**src/rtl/mult_accumulator_if.sv**
```systemverilog
// Handshake bundle between the multiplier stage, the accumulator and its consumer.
// master = job/product source and result consumer; slave = the accumulator.
interface mult_accumulator_if #(
   parameter int unsigned WIDTH     = 8,
   parameter int unsigned ACC_W     = 24,
   parameter int unsigned MAX_TERMS = 16
);
   localparam int unsigned CNT_W = $clog2(MAX_TERMS + 1);
   localparam int unsigned PW    = 2 * WIDTH;

   logic             start;
   logic [CNT_W-1:0] num_terms;
   logic             busy;
   logic             in_valid;
   logic             in_ready;
   logic [PW-1:0]    product;
   logic             out_valid;
   logic             out_ready;
   logic [ACC_W-1:0] result;
   logic             overflow;

   modport master (
      output start, num_terms, in_valid, product, out_ready,
      input  busy, in_ready, out_valid, result, overflow
   );

   modport slave (
      input  start, num_terms, in_valid, product, out_ready,
      output busy, in_ready, out_valid, result, overflow
   );
endinterface

```
**src/rtl/mult_accumulator.sv**
```systemverilog
// Saturating multiply-accumulate stage: sums a programmed number of signed
// products from the Booth multiplier and returns the sum plus a sticky overflow flag.
module mult_accumulator #(
   parameter int unsigned WIDTH     = 8,
   parameter int unsigned ACC_W     = 24,
   parameter int unsigned MAX_TERMS = 16
) (
   input logic               clk,
   input logic               rst,
   mult_accumulator_if.slave bus
);
   localparam int unsigned CNT_W = $clog2(MAX_TERMS + 1);
   localparam int unsigned PW    = 2 * WIDTH;
   localparam int unsigned EXT_W = ACC_W + 1 - PW;
   localparam logic [ACC_W-1:0] ACC_MAX = {1'b0, {(ACC_W-1){1'b1}}};
   localparam logic [ACC_W-1:0] ACC_MIN = {1'b1, {(ACC_W-1){1'b0}}};

   typedef enum logic [1:0] {
      S_IDLE  = 2'd0,
      S_ACCUM = 2'd1,
      S_DONE  = 2'd2
   } state_t;

   state_t           state_q, state_d;
   logic [ACC_W-1:0] acc_q, acc_d;
   logic             ovf_q, ovf_d;
   logic [CNT_W-1:0] cnt_q, cnt_d;
   logic [CNT_W-1:0] n_q, n_d;

   logic [ACC_W:0]   sum_c;
   logic [CNT_W-1:0] n_clamp_c;

   // One guard bit above the accumulator exposes overflow as a sign-bit disagreement.
   assign sum_c     = {acc_q[ACC_W-1], acc_q} + {{EXT_W{bus.product[PW-1]}}, bus.product};
   assign n_clamp_c = (bus.num_terms > CNT_W'(MAX_TERMS)) ? CNT_W'(MAX_TERMS) : bus.num_terms;

   always_ff @(posedge clk or posedge rst) begin
      if (rst) begin
         state_q <= S_IDLE;
         acc_q   <= '0;
         ovf_q   <= 1'b0;
         cnt_q   <= '0;
         n_q     <= '0;
      end else begin
         state_q <= state_d;
         acc_q   <= acc_d;
         ovf_q   <= ovf_d;
         cnt_q   <= cnt_d;
         n_q     <= n_d;
      end
   end

   always_comb begin
      state_d = state_q;
      acc_d   = acc_q;
      ovf_d   = ovf_q;
      cnt_d   = cnt_q;
      n_d     = n_q;
      unique case (state_q)
         S_IDLE: begin
            if (bus.start) begin
               n_d     = n_clamp_c;
               acc_d   = '0;
               ovf_d   = 1'b0;
               cnt_d   = '0;
               state_d = (n_clamp_c == '0) ? S_DONE : S_ACCUM;
            end
         end
         S_ACCUM: begin
            if (bus.in_valid) begin
               cnt_d = cnt_q + CNT_W'(1);
               if (sum_c[ACC_W] != sum_c[ACC_W-1]) begin
                  ovf_d = 1'b1;
                  acc_d = sum_c[ACC_W] ? ACC_MIN : ACC_MAX;
               end else begin
                  acc_d = sum_c[ACC_W-1:0];
               end
               if (cnt_q == n_q - CNT_W'(1)) state_d = S_DONE;
            end
         end
         S_DONE: begin
            if (bus.out_ready) state_d = S_IDLE;
         end
         default: state_d = S_IDLE;
      endcase
   end

   // Handshake outputs decode from the state register only.
   assign bus.in_ready  = (state_q == S_ACCUM);
   assign bus.out_valid = (state_q == S_DONE);
   assign bus.busy      = (state_q != S_IDLE);
   assign bus.result    = acc_q;
   assign bus.overflow  = ovf_q;
endmodule

```
**src/flat_wrapper.sv**
```systemverilog
// flat-port wrapper written by rule: the top's interface ports become plain ports
module mult_accumulator_flat 
#(
   parameter int unsigned WIDTH     = 8,
   parameter int unsigned ACC_W     = 24,
   parameter int unsigned MAX_TERMS = 16
)
  (clk, rst, bus_start, bus_num_terms, bus_in_valid, bus_product, bus_out_ready, bus_busy, bus_in_ready, bus_out_valid, bus_result, bus_overflow);
  mult_accumulator_if #(.WIDTH(WIDTH), .ACC_W(ACC_W), .MAX_TERMS(MAX_TERMS)) bus_i ();
  input logic clk;
  input logic rst;
  input wire logic [$bits(bus_i.start)-1:0] bus_start;
  input wire logic [$bits(bus_i.num_terms)-1:0] bus_num_terms;
  input wire logic [$bits(bus_i.in_valid)-1:0] bus_in_valid;
  input wire logic [$bits(bus_i.product)-1:0] bus_product;
  input wire logic [$bits(bus_i.out_ready)-1:0] bus_out_ready;
  output wire logic [$bits(bus_i.busy)-1:0] bus_busy;
  output wire logic [$bits(bus_i.in_ready)-1:0] bus_in_ready;
  output wire logic [$bits(bus_i.out_valid)-1:0] bus_out_valid;
  output wire logic [$bits(bus_i.result)-1:0] bus_result;
  output wire logic [$bits(bus_i.overflow)-1:0] bus_overflow;
  assign bus_i.start = bus_start;
  assign bus_i.num_terms = bus_num_terms;
  assign bus_i.in_valid = bus_in_valid;
  assign bus_i.product = bus_product;
  assign bus_i.out_ready = bus_out_ready;
  assign bus_busy = bus_i.busy;
  assign bus_in_ready = bus_i.in_ready;
  assign bus_out_valid = bus_i.out_valid;
  assign bus_result = bus_i.result;
  assign bus_overflow = bus_i.overflow;
  mult_accumulator #(.WIDTH(WIDTH), .ACC_W(ACC_W), .MAX_TERMS(MAX_TERMS)) u_core (.clk(clk), .rst(rst), .bus(bus_i));
endmodule
```
**config.mk**
```make
export PLATFORM = sky130hd
export DESIGN_NAME = mult_accumulator_flat
export DESIGN_NICKNAME = d
export VERILOG_FILES = /design/src/rtl/mult_accumulator_if.sv /design/src/rtl/mult_accumulator.sv /design/src/flat_wrapper.sv
export SDC_FILE = /design/constraint.sdc
export NUM_CORES = 1
export LEC_CHECK = 0
export ABC_AREA = 1
export ABC_CLOCK_PERIOD_IN_PS = 3170
export CORE_UTILIZATION = 30
export DETAILED_ROUTE_END_ITERATION = 7
export PLACE_DENSITY = 0.59
export REMOVE_ABC_BUFFERS = 1
export SLEW_MARGIN = 5
export SYNTH_ARGS = -nofsm -noshare
export SYNTH_HDL_FRONTEND = slang
export SYNTH_SLANG_ARGS = --single-unit
```
**constraint.sdc**
```tcl
create_clock -name clk -period 3.17 [get_ports clk]
set_input_delay 0.4755 -clock clk [delete_from_list [all_inputs] [get_ports clk]]
set_output_delay 0.4755 -clock clk [all_outputs]
set_load 0.01 [all_outputs]
```
Word-level counts from Yosys, hierarchy flattened. Cells that the tools add are included.

Output and inout port bits: 28. Input bits: 26. Bits in registers: 37. Logic and storage cells: 45.

Multiplexer cells: 19. Reduce and logical (&&, ||, !) cells: 8. $add $sub $neg: 3. Eq/ne operators: 9. Order comparisons: 1.

Operators by type and width (number): $mux W24 (4); $pmux W24 S2 (1); $add A24 B16 Y25 (1); $mux W5 (3); $mux W2 (5); $pmux W5 S2 (1); $reduce_and A4 Y1 (2); $ne A2 B2 Y1 const B (3); $pmux W2 S3 (1); $add A5 B1 Y5 const B (1); $eq A5 B5 Y1 (1); $gt A5 B5 Y1 const B (1); $logic_not A5 Y1 (1); $sub A5 B1 Y5 const B (1); $ne A2 B1 Y1 const B (2); $reduce_bool A2 Y1 (2); $mux W1 (3); $reduce_and A3 Y1 (1); $eq A2 B1 Y1 const B (1); $eq A2 B2 Y1 const B (1); $logic_not A2 Y1 (1); $pmux W1 S2 (1); $reduce_and A2 Y1 (1); $ne A1 B1 Y1 (1).

Longest topological paths before layout. Gate-level depths: netlist (run 1).

Depth in word-level cells: 6. Depth in mapped cells: 16. Depth with buffers taken out: 15.

Worst setup path before layout (run 1). Ideal clock, no wire load.

Kind: input to register. Start: input bus_product[0]. End: register u_core.acc_q[1], in the netlist u_core.bus.result[1]. Path slack: 0.868 ns. Required time: 3.051 ns. Arrival: 2.183 ns. Library setup time: 0.119 ns. Path buffers: 1. Stages: 15. Cells stage by stage: ha_1 fa_1 nand2_1 nand2_1 nand3_1 nand2_2 nand2_2 nand3_2 nand2_1 nand2_4 nand2_8 nand2_8 buf_12 o21ai_2 nand2_1.

Cells in the longest elaborated chain, start to end: 5. Elaborated cells on any way between the ends: 6. Those cells by class: add/sub: 1; eq/ne: 1; mux: 4.

Ends and longest elaborated chain: from (decl) (line flat_wrapper.sv:15) `input wire logic [$bits(bus_i.product)-1:0] bus_product;`; $add A24 B16 Y25 * (line mult_accumulator.sv:34) `assign sum_c = {acc_q[ACC_W-1], acc_q} + {{EXT_W{bus.product[PW-1]}}, bus.product};`; $mux W24 / $ne A1 B1 Y1 (equally long branches) (line mult_accumulator.sv:74, mult_accumulator.sv:72); $mux W24 * (line mult_accumulator.sv:72) `if (sum_c[ACC_W] != sum_c[ACC_W-1]) begin`; $mux W24 * (line mult_accumulator.sv:70) `if (bus.in_valid) begin`; $pmux W24 S2 * (line mult_accumulator.sv:59) `unique case (state_q)`; to (signal assigned) (line mult_accumulator.sv:40) `acc_q <= '0;`; to (signal assigned) (line mult_accumulator.sv:46) `acc_q <= acc_d;`; to (decl) (line mult_accumulator.sv:25) `logic [ACC_W-1:0] acc_q, acc_d;`.

Mark *: on every way between the ends. The rest lies on a longest branch, timed or not. The select of a mux whose other input is x is not followed. A chain may end at the register's enable or synchronous reset.

Worst setup path after layout (run 1).
Start: input bus_product[15]. End: register u_core.acc_q[11], in the netlist u_core.bus.result[11].

Same word-level chain as after synthesis.

==> impl_metrics.py, run 1 <==
metrics = {
    "power": {
        "p_per_area_nw_per_um2": 1016,
        "finalPower_mw": 4.460,
        "worst_ir_drop_vdd_mv": 0.3821,
        "cellLeakagePower_nw": 2.184,
    },
    "floorplanning": {
        "die-area_um2": 12110,
        "dieWidth_um": 110.0,
        "initial_utilization_pct": 30.66,
        "fp.coreArea_um2": 11420,
        "pin_count": 54,
        "die_height_um": 110.0,
        "rows": 39,
    },
    "timing": {
        "post-route-period-util_pct": 91.35,
        "relSlewSlack_pct": 67.43,
        "setup_viol": 0,
        "clock_skew_ns": 0.003037,
        "report.final.slew_viol_count": 0,
        "hold_viol_final": 0,
        "whs_ns": 0.5123,
        "min_period_ns": 2.896,
        "rsz0062_at_grt": "false",
        "worstMarginPinSlew_ns": 0.4886,
        "fmax_mhz": 345.3,
    },
    "synth": {
        "synthCells": 512,
        "synthMuxAreaShare_pct": 0,
        "synth_compound_area_share_pct": 12.76,
        "synth_xor_area_share_pct": 5.004,
        "yosysTopAreaCell": "dfrtp_1",
        "synth_fa_ha_area_share_pct": 9.864,
        "synth-seq-cells": 37,
        "synth_top_family_by_area": "simple AND/OR/NAND/NOR gates",
        "yosysWarnings": 0,
        "ys_async_sr_fraction_pct": 100.0,
        "synth.distinct_cells": 35,
        "avgSynthCellArea_um2": 6.838,
        "netlist_area_um2": 3501,
        "synth.top_cell.area_share_pct": 26.45,
        "synthFlopType": "dfrtp_1",
        "synth_edf_count": 0,
        "ys_top_cells_by_area": "dfrtp_1 26%, nand2_1 18%, ha_1 9.3%, inv_1 5.9%, nor2_1 4.4%",
        "synth-simple-area-share_pct": 37.92,
        "synth-seq-area-share_pct": 26.45,
    },
    "global_route": {
        "grt.total_usage_pct": 17.06,
        "grt_pass1_vias": 3419,
        "grt_max_degree": 38,
        "grt_overflow": 0,
        "grt_pass1_wl_um": 16000,
        "antenna_found_initial": 0,
    },
    "routing": {
        "vias_per_cell": 4.770,
        "ant_nets": 0,
        "totalWireLength_um": 9539,
        "drt_iter0_markers": 155,
        "routedWlPerCell_um": 13.30,
        "drt-pass1-iter-count": 4,
        "vias": 3420,
        "drc": 0,
    },
    "critical_path": {
        "crit_slowest_cell": "clkdlybuf4s50_1",
        "timing.rr.end": "u_core.bus.result[11]",
        "cp.required_ns": 3.34,
        "cp.arrival_ns": 3.07,
        "regToRegSetupSlack_ns": 0.63,
        "cp_max_fo": 17,
        "max_stage_delay_ns": 0.72,
        "r2r-start": "u_core.bus.result[0]",
        "cpMostUsedCell": "nand2_1",
        "start_kind": "input pin",
        "startpoint": "bus_product[15]",
        "reg2reg_depth": 14,
        "crit_chain": "clkdlybuf4s50_1 > ha_1 > a21oi_1 > nand2_1 > a21oi_1 > nand3_2 > nand2_1 > nand2_4 > nand2_8 > nand2_8 > o21ai_0 > nand2_1",
        "critPathKind": "input pin to flop",
        "crit_path_end": "u_core.bus.result[11]",
        "endpoint_kind": "flop",
    },
    "finish": {
        "fin_nets": 626,
        "utilization_pct": 38.43,
        "final_layout_size_suffix_gt1_share_pct": 11.15,
        "synthToLayoutAreaGrowth_pct": 25.34,
        "nFillCells": 1243,
        "diodes": 0,
    },
    "clock_network": {
        "cts-root-buf": "clkbuf_16",
        "clock-sinks": 37,
        "holdBufCountCts": 0,
        "cts_tree": "done",
        "cts_resized": 0,
        "postCtsSetupRepairBufs": 0,
        "path_clk_slew_ns": 0.06,
        "insertion_delay_ns": 0.29,
        "cts_made_buffers": 5,
        "h-tree-depth": 2,
        "cts_buffer_depth": 2,
    },
    "worst_hold_path": {
        "holdCritPathClass": "flop to flop",
    },
    "placement": {
        "place_congestion": 0.9185,
        "port_buffers": 53,
        "hpwl_um": 7662,
    },
    "run": {
        "cap_violations": 0,
    },
    "run_status": {
        "status": "finished clean",
    },
}
## cell families after synthesis
group | after synthesis
AOI/OAI and AO/OA | 70
and+or+nand+nor | 293
DFF | 37
buffers and inverters | 65
xor gates and xnor gates | 20
adders and majority gates | 27
## cells in the final DEF (no fill, tap or decap), types with 3 or more instances in the layout
| master | n |
|---|---|
| clkbuf_16 | 5 |
| nand2_2 | 14 |
| a21oi_2 | 3 |
| nor2_2 | 4 |
| nand2_1 | 170 |
| o21ai_0 | 17 |
| nand4_1 | 14 |
| nor3_1 | 9 |
| ha_1 | 26 |
| a21oi_1 | 25 |
| inv_2 | 4 |
| o21ai_2 | 13 |
| dfrtp_1 | 37 |
| inv_1 | 55 |
| buf_4 | 6 |
| and2_1 | 4 |
| clkdlybuf4s50_1 | 53 |
| nand3_1 | 25 |
| o21bai_1 | 6 |
| xnor2_1 | 7 |
| nor2_1 | 41 |
| xor2_1 | 13 |
| nand2_4 | 4 |
## state kept, by name, indices dropped and copies added (netlist names)
register	count
u_core.bus.result	24
u_core.cnt_q	5
u_core.n_q	5
u_core.state_q	2
u_core.bus.overflow	1
## Yosys cell counts (4+ instances only)
| library cell | instances |
|---|---|
| nor3_1 | 9 |
| nor2_2 | 4 |
| inv_1 | 55 |
| ha_1 | 26 |
| and2_1 | 4 |
| nand3_1 | 25 |
| o21bai_1 | 6 |
| inv_2 | 4 |
| xnor2_1 | 7 |
| nand2_4 | 4 |
| nand2_2 | 14 |
| nand2_1 | 170 |
| xor2_1 | 13 |
| dfrtp_1 | 37 |
| a21oi_1 | 25 |
| nand4_1 | 14 |
| o21ai_0 | 17 |
| nor2_1 | 41 |
| o21ai_2 | 13 |
## per-stage QoR
step	TNS [ns]	cells	setup slack (ns)	area [um^2]
4_1_cts	0	717	0.2699	4388
2_1_floorplan	0	506	0.6396	3442
3_5_place_dp	-0.03184	709	-0.01384	4217
6_report	0	717	0.2742	4388
3_3_place_gp	0	709	0.1221	4217
5_1_grt	0	717	0.02275	4388
## routing by layer
metal / global-route usage [%] / wire length (um) / vias to the layer above / share of wire, %
met2: 28.93 / 4400 / 61 / 46
met3: 2.410 / 328 / 9 / 3.4
met5: 0 / 0 / - / 0
met1: 22.84 / 4688 / 1569 / 49
li1: - / - / 1781 / -
met4: 3.905 / 121 / 0 / 1.3
## final cells by class
| class | count | area, um^2 | share of cell area, % |
|---|---|---|---|
| Clock buffer | 5 | 125.1 | 2.851 |
| Multi-Input combinational cell | 410 | 2295 | 52.30 |
| Timing Repair Buffer | 60 | 595.6 | 13.57 |
| Sequential cell | 37 | 925.9 | 21.10 |
| Inverter | 59 | 221.5 | 5.047 |
| Clock inverter | 3 | 46.29 | 1.055 |
| Tap cell | 143 | 178.9 | 4.078 |
## critical path: cells and delay by family
family          cells  cell delay (ns)
simple gates        7             0.78
compound gates      3             0.73
buf+inv             1             0.72
fa+ha+maj           1             0.37
## where the power goes
part	total, mW	switching, mW	internal, mW	leakage [nW]
Clock	0.595	0.222	0.373	0.0800
Combinational	3.01	1.82	1.19	1.63
Sequential	0.858	0.178	0.681	0.472
## how the worst min path moves through the flow
stage                                end  slack [ns]                 start  cells past startpoint
detailed placement  u_core.bus.result[6]        0.50  u_core.bus.result[6]                      2
global route        u_core.bus.result[8]        0.53  u_core.bus.result[8]                      2
finish              u_core.bus.result[2]        0.51  u_core.bus.result[2]                      2
CTS                 u_core.bus.result[2]        0.52  u_core.bus.result[2]                      2
global placement    u_core.bus.result[4]        0.50  u_core.bus.result[4]                      2
floorplan                  u_core.n_q[4]        0.49         u_core.n_q[4]                      2
No activity file was read; power rests on OpenSTA's default activity.
==> run 2: changes to the inputs <==
Settings changed: PLACE_DENSITY 0.59 to default, PLACE_DENSITY_LB_ADDON from default to 0.08.
==> run 2 against run 1 <==
Net effect: global-route usage is 1.4 points higher; cell area is 0.34% higher; worst hold slack better by 0.0044 ns; setup slack better by 0.19 ns; sequential power hardly changed; critical path depth is 3 higher; cell count is 0.70% higher; sequential share of layout area is 0.072 points lower; fmax is 7.0% higher; first-iteration DRC count is 21% higher; sequential cell count stayed put.
==> impl_metrics.py, run 2 (same netlist as run 1, synthesis figures left out) <==
metrics = {
    "timing": {
        "fmax_mhz": 369.6,
        "min_period_ns": 2.705,
        "rsz0062_at_grt": "false",
        "post-route-period-util_pct": 85.35,
        "report.final.slew_viol_count": 0,
        "setup_viol": 0,
        "relSlewSlack_pct": 66.61,
        "hold_viol_final": 0,
        "worstMarginPinSlew_ns": 0.5008,
        "clock_skew_ns": 0.007951,
    },
    "clock_network": {
        "cts_made_buffers": 5,
        "cts_tree": "done",
        "postCtsSetupRepairBufs": 0,
        "insertion_delay_ns": 0.29,
        "cts_buffer_depth": 2,
        "h-tree-depth": 2,
        "clock-sinks": 37,
        "cts_resized": 0,
        "holdBufCountCts": 0,
        "cts-root-buf": "clkbuf_16",
        "path_clk_slew_ns": 0.07,
    },
    "routing": {
        "drt-pass1-iter-count": 5,
        "vias_per_cell": 4.691,
        "routedWlPerCell_um": 14.02,
        "drc": 0,
        "ant_nets": 0,
        "vias": 3387,
        "drt_iter0_markers": 188,
        "totalWireLength_um": 10130,
    },
    "floorplanning": {
        "die-area_um2": 12110,
        "fp.coreArea_um2": 11420,
        "dieWidth_um": 110.0,
        "pin_count": 54,
        "die_height_um": 110.0,
        "initial_utilization_pct": 30.66,
        "rows": 39,
    },
    "finish": {
        "utilization_pct": 38.56,
        "nFillCells": 1295,
        "finish.instance_area_um2": 4403,
        "synthToLayoutAreaGrowth_pct": 25.77,
        "diodes": 0,
        "final_layout_size_suffix_gt1_share_pct": 11.92,
        "final_common_cell": "nand2_1",
        "fin_nets": 631,
        "largest_reg_flops": 24,
        "layout_common_cells": "170 x nand2_1, 55 x inv_1, 52 x clkdlybuf4s50_1, 41 x nor2_1, 37 x dfrtp_1",
    },
    "critical_path": {
        "cp_max_fo": 17,
        "max_stage_delay_ns": 0.47,
        "cp.required_ns": 3.35,
        "reg2reg_depth": 14,
        "path_buf_inv": 1,
        "cpMostUsedCell": "nand2_1",
        "cp.arrival_ns": 2.88,
        "critPathKind": "input pin to flop",
        "startpoint": "bus_product[0]",
        "start_kind": "input pin",
        "critical_path.top_delay_family": "simple AND/OR/NAND/NOR gates",
        "crit_slowest_cell": "fa_1",
        "crit_chain": "clkdlybuf4s50_1 > ha_1 > fa_1 > nand2_1 > nand2_1 > nand3_1 > nand2_2 > nand2_2 > nand3_2 > nand2_1 > nand2_4 > nand2_8 > nand2_8 > o21ai_0 > nand2_1",
        "cp.depth": 15,
        "r2r-start": "u_core.bus.result[0]",
        "endpoint_kind": "flop",
    },
    "run_status": {
        "status": "finished clean",
    },
    "global_route": {
        "grt_pass1_wl_um": 16950,
        "antenna_found_initial": 0,
        "grt.total_usage_pct": 18.47,
        "grt_max_degree": 38,
        "grt_pass1_vias": 3383,
        "grt_overflow": 0,
    },
    "worst_hold_path": {
        "hold_depth": 2,
        "hp-start": "u_core.bus.result[6]",
        "holdCritPathClass": "flop to flop",
    },
    "power": {
        "finalPower_mw": 4.483,
        "worst_ir_drop_vdd_mv": 0.3633,
        "cellLeakagePower_nw": 2.207,
        "p_per_area_nw_per_um2": 1018,
    },
    "run": {
        "cap_violations": 0,
    },
    "placement": {
        "place_congestion": 0.8388,
        "hpwl_um": 8204,
        "place_area_um2": 4254,
        "port_buffers": 53,
    },
}
run 2: report_power, final:
part           internal [mW]  switching (mW)
clock                  0.294           0.236
sequential             0.681           0.178
combinational           1.23            1.86
total                   2.20            2.28
run 2: tightest hold or removal path, cell delays in order, from the launching register on:
cell	delay (ns)
dfrtp_1	0.37
nand2_1	0.06
nand2_1	0.05
run 2: per-stage QoR:
| stage | instances | setup WS, ns | hold slack [ns] | setup TNS [ns] |
|---|---|---|---|---|
| 6_report | 722 | 0.4646 | 0.5166 | 0 |
| 5_1_grt | 722 | 0.1744 | 0.5409 | 0 |
| 4_1_cts | 722 | 0.2739 | 0.5197 | 0 |
| 3_5_place_dp | 714 | -0.02858 | 0.5010 | -0.05015 |
| 3_3_place_gp | 714 | 0.05592 | 0.4997 | 0 |
| 2_1_floorplan | 506 | 0.6396 | 0.4873 | 0 |
run 2: routing by layer:
layer	vias to the layer above	track usage [%]	wire length, um
met5	-	0	0
met4	0	4.857	121
met3	7	2.469	335
met2	49	27.81	4330
met1	1541	27.37	5338
li1	1790	-	-
run 2: worst paths after layout:
path                       slack [ns]               endpoint
setup / recovery                 0.46  u_core.bus.result[11]
hold / removal                   0.52   u_core.bus.result[6]
setup reg to reg                 0.64  u_core.bus.result[11]
hold reg to reg                  0.52   u_core.bus.result[6]
max in group asynchronous        2.21   u_core.bus.result[1]
min in group asynchronous        0.60   u_core.bus.result[7]
run 2: layout make-up:
| type | count | area [um^2] | share of cell area (%) |
|---|---|---|---|
| multi-input combinational | 410 | 2295 | 52.12 |
| clock inverter | 3 | 21.27 | 0.4831 |
| tap | 143 | 178.9 | 4.064 |
| sequential | 37 | 925.9 | 21.03 |
| clock buffer | 5 | 125.1 | 2.842 |
| inverter | 59 | 221.5 | 5.030 |
| timing repair buffer | 65 | 635.6 | 14.44 |
